$ cat config.mk
export PLATFORM = sky130hd
export DESIGN_NAME = ps2_key_decoder
export DESIGN_NICKNAME = d
export VERILOG_FILES = /design/src/rtl/ps2_pkg.sv /design/src/rtl/ps2_event_fifo.sv /design/src/rtl/ps2_key_decoder.sv
export SDC_FILE = /design/constraint.sdc
export NUM_CORES = 1
export LEC_CHECK = 0
export ABC_AREA = 0
export BUFFER_PORTS_ARGS = -buffer_cell sky130_fd_sc_hd__buf_2
export CELL_PAD_IN_SITES_DETAIL_PLACEMENT = 0
export CELL_PAD_IN_SITES_GLOBAL_PLACEMENT = 1
export CORE_AREA = 10 10 147 149
export CTS_CLUSTER_DIAMETER = 200
export DETAILED_ROUTE_END_ITERATION = 8
export DIE_AREA = 0 0 157 159
export HOLD_SLACK_MARGIN = 0.15
export PLACE_DENSITY_LB_ADDON = 0.1
export SETUP_SLACK_MARGIN = 0.4
export SLEW_MARGIN = 5
export SYNTH_ARGS = -nofsm -noshare
export SYNTH_HDL_FRONTEND = slang
export SYNTH_HIERARCHICAL = 1
export SYNTH_SLANG_ARGS = --single-unit
export TNS_END_PERCENT = 50
$ cat constraint.sdc
create_clock -name clk -period 7.38 [get_ports clk]
set_input_delay 0.369 -clock clk [delete_from_list [all_inputs] [get_ports clk]]
set_output_delay 0.369 -clock clk [all_outputs]
set_load 0.1 [all_outputs]
$ cat src/rtl/ps2_pkg.sv
// Shared constants, FSM state type and event word for the PS/2 Set-2 key decoder.
package ps2_pkg;

  localparam logic [7:0] PS2_EXT        = 8'hE0;
  localparam logic [7:0] PS2_BRK        = 8'hF0;
  localparam logic [7:0] PS2_PAUSE      = 8'hE1;
  localparam int         PS2_PAUSE_LEN  = 7;
  localparam logic [7:0] PS2_PAUSE_CODE = 8'h77;
  localparam logic [7:0] PS2_ERR_LO     = 8'h00;
  localparam logic [7:0] PS2_ERR_HI     = 8'hFF;

  typedef enum logic [2:0] {
    PS2_IDLE,
    PS2_E0,
    PS2_F0,
    PS2_E0F0,
    PS2_SKIP
  } ps2_state_t;

  typedef struct packed {
    logic       extended;
    logic       pressed;
    logic [7:0] code;
  } ps2_key_event_t;

  localparam int PS2_EVENT_W = $bits(ps2_key_event_t);

endpackage

$ cat src/rtl/ps2_event_fifo.sv
// First-word-fall-through FIFO; a push into a full FIFO is taken only when a pop frees a slot that cycle.
module ps2_event_fifo #(
  parameter int WIDTH = 10,
  parameter int DEPTH = 8
) (
  input  logic             clk,
  input  logic             rst,
  input  logic             push,
  input  logic [WIDTH-1:0] wdata,
  output logic             full,
  input  logic             pop,
  output logic [WIDTH-1:0] rdata,
  output logic             empty
);

  localparam int AW = $clog2(DEPTH);
  localparam int CW = AW + 1;

  logic [WIDTH-1:0] mem_q [DEPTH];
  logic [AW-1:0]    wptr_q, wptr_d;
  logic [AW-1:0]    rptr_q, rptr_d;
  logic [CW-1:0]    cnt_q, cnt_d;
  logic             wr_en, rd_en;

  assign empty = (cnt_q == '0);
  assign full  = (cnt_q == CW'(DEPTH));
  assign rdata = mem_q[rptr_q];

  assign rd_en = pop && !empty;
  assign wr_en = push && (!full || rd_en);

  always_comb begin
    wptr_d = wptr_q;
    rptr_d = rptr_q;
    cnt_d  = cnt_q;
    if (wr_en) wptr_d = wptr_q + AW'(1);
    if (rd_en) rptr_d = rptr_q + AW'(1);
    if (wr_en && !rd_en)      cnt_d = cnt_q + CW'(1);
    else if (rd_en && !wr_en) cnt_d = cnt_q - CW'(1);
  end

  always_ff @(posedge clk or posedge rst) begin
    if (rst) begin
      wptr_q <= '0;
      rptr_q <= '0;
      cnt_q  <= '0;
    end else begin
      wptr_q <= wptr_d;
      rptr_q <= rptr_d;
      cnt_q  <= cnt_d;
    end
  end

  // Storage carries no reset; entries are only observable once counted in.
  always_ff @(posedge clk) begin
    if (wr_en) mem_q[wptr_q] <= wdata;
  end

endmodule

$ cat src/rtl/ps2_key_decoder.sv
// Turns a Set-2 scancode byte stream into {extended, pressed, code} key events behind a FWFT FIFO.
module ps2_key_decoder
  import ps2_pkg::*;
#(
  parameter int DEPTH          = 8,
  parameter int TIMEOUT_CYCLES = 2_500_000
) (
  input  logic       clk,
  input  logic       rst,
  input  logic       ps2_valid,
  input  logic [7:0] ps2_scancode,
  output logic       key_valid,
  input  logic       key_ready,
  output logic [7:0] key_code,
  output logic       key_extended,
  output logic       key_pressed,
  output logic       overflow
);

  localparam int TW = $clog2(TIMEOUT_CYCLES + 1);

  ps2_state_t     state_q, state_d;
  logic [2:0]     skip_q, skip_d;
  logic [TW-1:0]  idle_q, idle_d;
  logic           ovf_q, ovf_d;
  logic           push;
  ps2_key_event_t ev;
  ps2_key_event_t head;
  logic           fifo_full, fifo_empty, pop;

  always_comb begin
    state_d = state_q;
    skip_d  = skip_q;
    idle_d  = idle_q;
    push    = 1'b0;
    ev      = '{extended: 1'b0, pressed: 1'b1, code: ps2_scancode};

    if (ps2_valid) begin
      idle_d = '0;
      if (ps2_scancode == PS2_ERR_LO || ps2_scancode == PS2_ERR_HI) begin
        state_d = PS2_IDLE;
        skip_d  = '0;
      end else begin
        unique case (state_q)
          PS2_IDLE: begin
            if (ps2_scancode == PS2_EXT)        state_d = PS2_E0;
            else if (ps2_scancode == PS2_BRK)   state_d = PS2_F0;
            else if (ps2_scancode == PS2_PAUSE) begin
              state_d = PS2_SKIP;
              skip_d  = 3'(PS2_PAUSE_LEN);
            end else push = 1'b1;
          end
          PS2_E0: begin
            if (ps2_scancode == PS2_BRK) state_d = PS2_E0F0;
            else if (ps2_scancode != PS2_EXT) begin
              push        = 1'b1;
              ev.extended = 1'b1;
              state_d     = PS2_IDLE;
            end
          end
          PS2_F0: begin
            push       = 1'b1;
            ev.pressed = 1'b0;
            state_d    = PS2_IDLE;
          end
          PS2_E0F0: begin
            if (ps2_scancode != PS2_EXT) begin
              push        = 1'b1;
              ev.extended = 1'b1;
              ev.pressed  = 1'b0;
              state_d     = PS2_IDLE;
            end
          end
          PS2_SKIP: begin
            skip_d = skip_q - 3'd1;
            // Pause has no break code, so its whole 8-byte burst collapses into one make.
            if (skip_q == 3'd1) begin
              push    = 1'b1;
              ev      = '{extended: 1'b1, pressed: 1'b1, code: PS2_PAUSE_CODE};
              state_d = PS2_IDLE;
            end
          end
          default: begin
            state_d = PS2_IDLE;
            skip_d  = '0;
          end
        endcase
      end
    end else if (state_q != PS2_IDLE) begin
      if (idle_q == TW'(TIMEOUT_CYCLES - 1)) begin
        state_d = PS2_IDLE;
        skip_d  = '0;
        idle_d  = '0;
      end else begin
        idle_d = idle_q + TW'(1);
      end
    end else begin
      idle_d = '0;
    end
  end

  assign pop   = key_valid && key_ready;
  assign ovf_d = ovf_q || (push && fifo_full && !pop);

  always_ff @(posedge clk or posedge rst) begin
    if (rst) begin
      state_q <= PS2_IDLE;
      skip_q  <= '0;
      idle_q  <= '0;
      ovf_q   <= 1'b0;
    end else begin
      state_q <= state_d;
      skip_q  <= skip_d;
      idle_q  <= idle_d;
      ovf_q   <= ovf_d;
    end
  end

  ps2_event_fifo #(
    .WIDTH(PS2_EVENT_W),
    .DEPTH(DEPTH)
  ) u_fifo (
    .clk  (clk),
    .rst  (rst),
    .push (push),
    .wdata(ev),
    .full (fifo_full),
    .pop  (pop),
    .rdata(head),
    .empty(fifo_empty)
  );

  // Head fields are masked so an empty FIFO presents zeros rather than stale storage.
  assign key_valid    = !fifo_empty;
  assign key_code     = fifo_empty ? 8'h00 : head.code;
  assign key_extended = !fifo_empty && head.extended;
  assign key_pressed  = !fifo_empty && head.pressed;
  assign overflow     = ovf_q;

endmodule

* Word level (Yosys, flattened, before mapping)
Memories as Yosys holds them, arrays and structs flattened. Cells that the tools add are included.
Storage, ports and cells: flip-flop bits (word level) 39, RAM bits 80, bits of input ports 12, output and inout port bits 12, word-level logic and storage cells 100, memories 1
Memories:
- u_fifo.mem_q | words 8, width 10, read ports 1, clocked after Yosys merged registers in 0, wr ports 1, RTL line ps2_event_fifo.sv:19 | logic [WIDTH-1:0] mem_q [DEPTH];
Operators by class: add/subtract/negate cells 6, eq/ne operators 18, muxes and demuxes 41, reduce and logical (&&, ||, !) cells 27
Operators by type and width (number):
- $mux 22 | 3
- $mux 3 | 15
- $eq 8x8->1 const B | 4
- $mux 10 | 3
- $add 22x1->22 const B | 1
- $eq 22x22->1 const B | 1
- $mux 8 | 2
- $ne 4x4->1 const B | 4
- $pmux 3 s4 | 1
- $mux 1 | 10
- $logic_and 1x1->1 | 9
- $pmux 3 s3 | 1
- $logic_not 8->1 | 1
- $mux 4 | 2
- $ne 8x8->1 const B | 1
- $add 3x1->3 const B | 2
- $eq 3x1->1 const B | 2
- $eq 3x2->1 const B | 2
- $ne 6x6->1 const B | 1
- $pmux 1 s3 | 2
- $reduce_and 6->1 | 1
- $reduce_bool 2->1 | 3
- $logic_not 1->1 | 5
- $pmux 1 s5 | 1
- other kinds (13) | 15

* Depth between registers and ports, before layout
Gate-level depths: netlist of run 1.
word-level depth 12, depth in mapped cells 15, depth with buffers taken out 15

* Cells and area by module
Netlist of run 1, hierarchy kept.
By module, submodules not included:
- ps2_event_fifo | times used 1, cells an instance 179, area an instance 3653.5 um2, seq. area each 2652.5 um2
- ps2_key_decoder | times used 1, cells an instance 209, area an instance 1841.8 um2, seq. area each 725.7 um2

* Worst setup path after synthesis of run 1
Ideal clock, no wire load.
path kind input port to flip-flop, start point in ps2_scancode[2], end point reg u_fifo.cnt_q[3], library setup time 0.131 ns, arrival time 2.730 ns, data required time 7.249 ns, slack 4.519 ns, stages on the path 12, buffers on the path 0, cells stage by stage or4_4 > nor2_2 > or2_2 > nor2_1 > o21ai_4 > inv_2 > ha_1 > inv_1 > ha_1 > or4_1 > nand3_1 > o211ai_1
Between the ends: word-level cells in the longest chain between the ends 11, elaborated cells between the ends (all ways) 21, those cells by class eq/ne: 5; mux: 9; reduce/logical: 7
Ends and longest elaborated chain:
- start: declaration | RTL line ps2_key_decoder.sv:11 | input logic [7:0] ps2_scancode,
- $eq 8x8->1 | RTL line ps2_key_decoder.sv:48 | else if (ps2_scancode == PS2_PAUSE) begin
- $mux 1 | RTL line ps2_key_decoder.sv:48
- $mux 1 | RTL line ps2_key_decoder.sv:47 | else if (ps2_scancode == PS2_BRK) state_d = PS2_F0;
- $mux 1 | RTL line ps2_key_decoder.sv:46 | if (ps2_scancode == PS2_EXT) state_d = PS2_E0;
- $pmux 1 s5 | RTL line ps2_key_decoder.sv:44 | unique case (state_q)
- $mux 1 (*) | RTL line ps2_key_decoder.sv:40 | if (ps2_scancode == PS2_ERR_LO || ps2_scancode == PS2_ERR_HI) begin
- $mux 1 (*) | RTL line ps2_key_decoder.sv:38 | if (ps2_valid) begin
- named net push | RTL line ps2_key_decoder.sv:26 | logic push;
- $logic_and 1x1->1 (*) | RTL line ps2_event_fifo.sv:30 | assign wr_en = push && (!full || rd_en);
- named net u_fifo.wr_en | RTL line ps2_event_fifo.sv:23 | logic wr_en, rd_en;
- $logic_not 1->1 | RTL line ps2_event_fifo.sv:39 | else if (rd_en && !wr_en) cnt_d = cnt_q - CW'(1);
- $logic_and 1x1->1 | RTL line ps2_event_fifo.sv:39
- $reduce_bool 2->1 (no line)
- end signal: assignment | RTL line ps2_event_fifo.sv:50 | cnt_q <= cnt_d;
- end: declaration | RTL line ps2_event_fifo.sv:22 | logic [CW-1:0] cnt_q, cnt_d;
Mark *: on every way through the listed nets, which the timed path passes. The rest lies on a longest branch. A chain may end at the register's enable or synchronous reset.

* Worst setup path in the final report of run 1
start point reg skip_q[1], end point reg u_fifo.cnt_q[3]
Between the ends: word-level cells in the longest chain between the ends 9, elaborated cells between the ends (all ways) 11, those cells by class eq/ne: 1; mux: 5; reduce/logical: 5
Ends and longest elaborated chain:
- start: declaration | RTL line ps2_key_decoder.sv:23 | logic [2:0] skip_q, skip_d;
- start signal: assignment | RTL line ps2_key_decoder.sv:113 | skip_q <= skip_d;
- $eq 3x1->1 (*) | RTL line ps2_key_decoder.sv:77 | if (skip_q == 3'd1) begin
- $mux 1 (*) | RTL line ps2_key_decoder.sv:77
- $pmux 1 s5 (*) | RTL line ps2_key_decoder.sv:44
- $mux 1 (*) | RTL line ps2_key_decoder.sv:40
- $mux 1 (*) | RTL line ps2_key_decoder.sv:38
- named net push | RTL line ps2_key_decoder.sv:26
- $logic_and 1x1->1 (*) | RTL line ps2_event_fifo.sv:30
- named net u_fifo.wr_en | RTL line ps2_event_fifo.sv:23
- $logic_not 1->1 | RTL line ps2_event_fifo.sv:39
- $logic_and 1x1->1 | RTL line ps2_event_fifo.sv:39
- $reduce_bool 2->1 (no line)
Marked as above.

==> results of run 1 <==
==> stage by stage <==
step | hold WS, ns | cells | power, W
2_1_floorplan | 0.209 | 388 | 0.00170
3_3_place_gp | 0.418 | 645 | 0.00192
3_5_place_dp | 0.418 | 645 | 0.00192
4_1_cts | 0.301 | 678 | 0.00278
5_1_grt | 0.335 | 678 | 0.00287
6_report | 0.325 | 678 | 0.00272
==> registers in the layout (all words and copies together), names as in the netlist <==
signal         count
state_q            3
overflow           1
u_fifo/wptr_q      3
u_fifo/cnt_q       4
idle_q            22
skip_q             3
u_fifo/rptr_q      3
u_fifo/mem_q      80
==> cell families (layout without fill, tap and decap cells) <==
logic type               Yosys count  in the layout  synth area share
AO/OA/AOI/OAI                     31             31            0.0478
XOR/XNOR                          26             26            0.0414
adder cells (fa/ha/maj)            9              9            0.0219
buffers and inverters             30             86            0.0214
flip-flops                       119            119             0.615
multiplexers                      36             36             0.115
AND/OR/NAND/NOR                  137            137             0.138
==> layout make-up <==
type                    instances  area [sq um]
clock inverters                15           183
multi-input cells             239          2010
inverters                      18          67.6
repair buffers                 36           215
well taps                     234           293
flip-flops and latches        119          3380
fillers                      1798         12000
clock buffers                  17           425
==> metal layers <==
metal,vias to the layer above,GRT usage,share of wire
met5,-,0,0
met1,1621,0.131,0.46
met2,28,0.166,0.51
met3,14,0.0240,0.022
li1,1545,-,-
met4,0,0.0476,0.012
==> power by group through the flow <==
stage               Clock (W)  Sequential [W]  Combinational, W
floorplan                   0        0.000869          0.000830
detailed placement          0        0.000925          0.000991
CTS                  0.000874        0.000913          0.000993
global route         0.000903        0.000924           0.00104
finish               0.000846        0.000908          0.000969
global placement            0        0.000925          0.000991
==> worst max-delay path, delay by kind of cell (launching register included) <==
kind,cells,cell delay [ns]
adder cells (fa/ha/maj),3,0.75
AO/OA/AOI/OAI,4,0.49
flip-flops,1,0.37
AND/OR/NAND/NOR,5,1.19
buffers and inverters,3,0.28
==> layout by cell type, fill, tap and decap left out, drive strengths merged, types with 3 or more instances in the layout <==
cell type and count:
or2 8, mux2 15, inv 27, nor3 18, buf 35, nand3b 3, xor2 6, ha 8
nor2b 15, xnor2 20, or4 4, mux4 20, nand2 14, o211ai 3, edfxtp 80, o21ai 9
dfrtp 39, clkbuf 17, and3 3, a21oi 3, nand3 12, o41ai 3, nand2b 3, nor4 6
nand4 3, nor2 37, clkinv 3
==> what timing repair did <==
action	4_1_cts	5_1_grt
setup buffers	0	0
endpoints found under the hold margin	39	0
resized for setup	0	0
hold buffers	1	0
==> worst paths after layout <==
kind | startpoint | end | slack, ns | cells past startpoint
worst max-delay path | skip_q[1] | u_fifo/cnt_q[3] | 4.16 | 15
worst min register to register | idle_q[0] | idle_q[0] | 0.49 | 1
max in group asynchronous | rst | state_q[2] | 6.48 | 4
min in group asynchronous | rst | u_fifo/cnt_q[2] | 0.52 | 3
worst max register to register | skip_q[1] | u_fifo/cnt_q[3] | 4.16 | 15
worst min-delay path | ps2_scancode[3] | state_q[2] | 0.32 | 3
==> results.toml, run 1 <==
[placement]
place_area_sq_um = 5960
io_buffers = 23
pre_cts_slack_ns = 4.04
gp_congestion = 0.707
hpwl_um = 8080

[pwr]
ir_drop_uv = 181
combPwrFrac = 0.356
p_switching_w = 0.00108
intPower_w = 0.00164
power_frac_seq = 0.333
powerDensity_nw_per_um2 = 414
switching_share = 0.398
power_leakage_nw = 2.31
clockPowerShare = 0.311

[sta]
finClkSkew_ns = 0.00981
fin_setup_tns_ns = 0
fmax_mhz = 310
layout_setup_ws_ns = 4.16
period_share = 0.437
rsz0062_at_grt = "no"
setup_viol = 0
min_period_ns = 3.22
slew_violations = 0
hold_violations = 0
worst_pin_slew_ns = 1.03
slew_headroom = 0.307

[clock_network]
clockBufferDepth = 2
cts_tree = "built"
ctsRootBufferMaster = "clkbuf_16"
clk_pin_slew_worst_paths_ns = 0.06
cts_max_level = 4
cts.sink_count = 119
cts_buffers = 17
clk_latency_ns = 0.42

[yosys]
ys.flop_type = "edfxtp_1"
synth-async-reset-ratio = 0.328
yosysTopAreaCell = "edfxtp_1"
synth_top_cell_area_share = 0.437
syn_avg_cell_area_sq_um = 14.2
ys_types = 58
synth.cell_area_sq_um = 5500
ys_ff_latch = 119
yosysMostFrequentCell = "edfxtp_1"
yosysWarningCount = 6
yosysSeqAreaShare = 0.615
synth_common_cells = "80 x edfxtp_1, 39 x dfrtp_1, 36 x nor2_1"
syn_nets = 409
netlist_instances = 388
synth_edf_count = 80
synth.area.top_cells = "edfxtp_1 44%, dfrtp_1 18%, mux4_2 8.2%"

[critical_path]
path_class = "reg -> reg"
worstPathRequired_ns = 7.67
path_max_fanout = 7
slowest_delay_ns = 0.48
crit_path_start_kind = "flop"
worst_ep_arrival_time_ns = 3.51
critPathCaptureType = "flop"
path_cells = "inv_1 > ha_1 > nor2b_1 > and2_1 > o21ai_0 > o21a_1 > nor2_1 > o21ai_4 > inv_2 > ha_1 > inv_1 > ha_1 > or4_1 > nand3_1 > o211ai_1"
cpMaxStageDelayCell = "or4_1"
cpMostUsedCell = "ha_1"

[die]
core_sq_um = 18600
die_h_um = 159
ios = 24
fp.dieW_um = 157
dieArea_sq_um = 25000
num_rows = 50
initial_core_util = 0.296

[final_layout]
nets = 452
drive_gt1_frac = 0.279
final_util = 0.354
syn_to_final_growth_pct = 19.6
fin_area_sq_um = 6570
antenna_cells = 0

[drt]
remaining_drc_errors = 0
drt_iter0_drc = 135
vias_per_cell = 4.73
wl_per_cell_um = 18.0
final_antenna_net_count = 0
drtPass1Iterations = 4
dr_total_vias = 3208
totalWireLength_um = 12200

[grt]
grt_pass1_vias = 3417
grt_max_degree = 30
gr-total-overflow = 0
grt_pass1_wl_um = 19600
antenna_found_initial = 0
grt_usage = 0.104

[status]
status = "finished clean"

[job]
max-cap-violations = 0

[worst_hold_path]
hp-class = "in -> reg"
Power figures use the tool's default switching activity.
==> inputs of run 2 (changes only) <==
Settings changed: ABC_AREA 0 to 1, CORE_AREA 10 10 147 149 to 10 10 155 157, DIE_AREA 0 0 157 159 to 0 0 165 167.
Clock period 7.38 ns to 3.17 ns, I/O delays scaled along.
==> run 2 against run 1 <==
Flip-flop and latch count did not move. Maximum frequency increased by 27%. Critical path depth increased by 1. Cell area increased by 12%. Via count is 45% higher. Core utilization hardly changed. Synthesized area increased by 13%. Final cell count rose by 62%. Worst setup slack got worse by 3.5 ns. Clock power grew 110%. Routed wire length rose by 21%. Clock-buffer cell count stayed put. Critical path type unchanged.
==> results.toml, run 2 <==
[status]
status = "finished clean"

[drt]
remaining_drc_errors = 0
wl_per_cell_um = 13.5
final_antenna_net_count = 0
totalWireLength_um = 14800
dr_total_vias = 4642
drtPass1Iterations = 6
vias_per_cell = 4.23
drt_iter0_drc = 270

[grt]
grt_pass1_wl_um = 23900
antenna_found_initial = 0
grt_max_degree = 79
gr-total-overflow = 0
grt_pass1_vias = 4586
grt_usage = 0.112

[critical_path]
path_class = "reg -> reg"
timing.rr.end = "u_fifo/cnt_q[3]"
critPathLaunch = "u_fifo/cnt_q[0]"
cp-endpoint = "u_fifo/cnt_q[3]"
reg2reg_from = "u_fifo/cnt_q[0]"
worstPathRequired_ns = 3.47
ff2ff_path_depth = 16
worst_ep_arrival_time_ns = 2.84
rrSetupSlack_ns = 0.62
crit_path_start_kind = "flop"
path_max_fanout = 8
critPathCaptureType = "flop"

[yosys]
ys_ff_latch = 119
ys_types = 36
netlist_instances = 759
yosysWarningCount = 6
synth_common_cells = "237 x nand2_1, 164 x nor2_1, 99 x inv_1"
synth_edf_count = 80
synth.area.top_cells = "edfxtp_1 39%, dfrtp_1 16%, nand2_1 14%"
syn_avg_cell_area_sq_um = 8.19
yosysTopAreaCell = "edfxtp_1"
yosysMostFrequentCell = "nand2_1"
synth.cell_area_sq_um = 6210
ys.flop_type = "edfxtp_1"
syn_nets = 780
synth_top_cell_area_share = 0.387
yosysSeqAreaShare = 0.544
synth-async-reset-ratio = 0.328

[sta]
period_share = 0.803
fin_setup_tns_ns = 0
slew_headroom = 0.432
finClkSkew_ns = 0.00886
min_period_ns = 2.55
rsz0062_at_grt = "yes"
setup_viol = 0
worst_pin_slew_ns = 0.844
slew_violations = 0
fmax_mhz = 393
hold_violations = 0

[final_layout]
layout_commonest_cell = "nand2_1"
nets = 830
syn_to_final_growth_pct = 18.6
top_register = "u_fifo/mem_q"
regArea_sq_um = 3380
antenna_cells = 0
largestRegisters = "u_fifo/mem_q (80), idle_q (22), u_fifo/cnt_q (4)"
multi_input_area_sq_um = 2360
fillCellCount = 2184
largest_reg_flops = 80
drive_gt1_frac = 0.148
layout_common_cells = "236 x nand2_1, 163 x nor2_1, 97 x inv_1"

[die]
initial_core_util = 0.298
fp.dieW_um = 165
num_rows = 53
dieArea_sq_um = 27600
ios = 24
core_sq_um = 20800
die_h_um = 167

[worst_hold_path]
hold_path.startpoint = "ps2_valid"
hp-class = "in -> reg"
whs_path_depth = 5

[clock_network]
ctsRootBufferMaster = "clkbuf_16"
clockBufferDepth = 2
cts_buffers = 17
clk_pin_slew_worst_paths_ns = 0.06
clk_latency_ns = 0.41
cts_tree = "built"
cts_max_level = 4
cts.sink_count = 119

[placement]
io_buffers = 23
hpwl_um = 10000
gp_congestion = 0.771

[pwr]
power.total_w = 0.00683
powerDensity_nw_per_um2 = 926
power_leakage_nw = 3.37
ir_drop_uv = 787

[job]
max-cap-violations = 0
==> run 2: kinds of logic after synthesis <==
| group | Yosys count | synth area share |
|---|---|---|
| AO/OA/AOI/OAI | 22 | 0.0199 |
| XOR/XNOR | 14 | 0.0197 |
| adder cells (fa/ha/maj) | 9 | 0.0193 |
| buffers and inverters | 126 | 0.0840 |
| flip-flops | 119 | 0.544 |
| AND/OR/NAND/NOR | 469 | 0.313 |
==> run 2: worst min-delay path by stage <==
stage,slack (ns),endpoint
2_1_floorplan,-0.001,u_fifo/cnt_q[0]
3_3_place_gp,0.18,u_fifo/cnt_q[1]
3_5_place_dp,0.19,u_fifo/cnt_q[1]
4_1_cts,0.19,state_q[0]
5_1_grt,0.21,state_q[1]
6_report,0.20,state_q[1]
==> run 2: what timing repair did <==
action	CTS	global route
endpoints found under the hold margin	39	0
cloned	0	0
endpoints found under the setup margin	1	3
hold buffers	1	0
gates resized for setup	2	11
buffers inserted	0	7
pin swaps	0	5
==> run 2: worst max-delay path, cell delays in order, from the launching register on <==
cell	delay, ns
dfrtp_1	0.45
nor2_1	0.16
nand3_1	0.13
inv_1	0.09
nor2_1	0.06
inv_1	0.05
nand4_1	0.25
nand2_4	0.19
inv_2	0.04
ha_2	0.19
inv_2	0.10
ha_4	0.21
or2_2	0.30
nand2_1	0.07
nand2_1	0.04
nand3_1	0.06
nand2_1	0.05
==> run 2: area by class of cell <==
| class | count | share of cell area |
|---|---|---|
| sequential | 119 | 0.459 |
| multi-input combinational | 514 | 0.320 |
| clock buffer | 17 | 0.0577 |
| inverter | 109 | 0.0559 |
| tap | 275 | 0.0467 |
| timing repair buffer | 48 | 0.0431 |
| clock inverter | 15 | 0.0178 |
==> run 2: per-stage QoR <==
stage | cells | utilization | setup WS [ns] | hold WS [ns] | instance area (sq um)
2_1_floorplan | 759 | - | 0.648 | -0.00132 | 6210
3_3_place_gp | 1057 | 0.322 | 0.399 | 0.184 | 6700
3_5_place_dp | 1057 | 0.322 | 0.344 | 0.192 | 6700
4_1_cts | 1090 | 0.349 | 0.415 | 0.188 | 7280
5_1_grt | 1097 | 0.354 | 0.392 | 0.210 | 7370
6_report | 1097 | 0.354 | 0.623 | 0.205 | 7370
==> run 2: layer usage <==
metal  GRT usage  wire length, um
met2       0.188             7440
met3      0.0303              448
met4      0.0289               87
met1       0.136             6850
met5           0                0
==> run 2: report_power, final <==
part | switching, W | internal (W)
clock network | 0.000717 | 0.00108
registers | 0.000144 | 0.00189
logic | 0.00225 | 0.000753
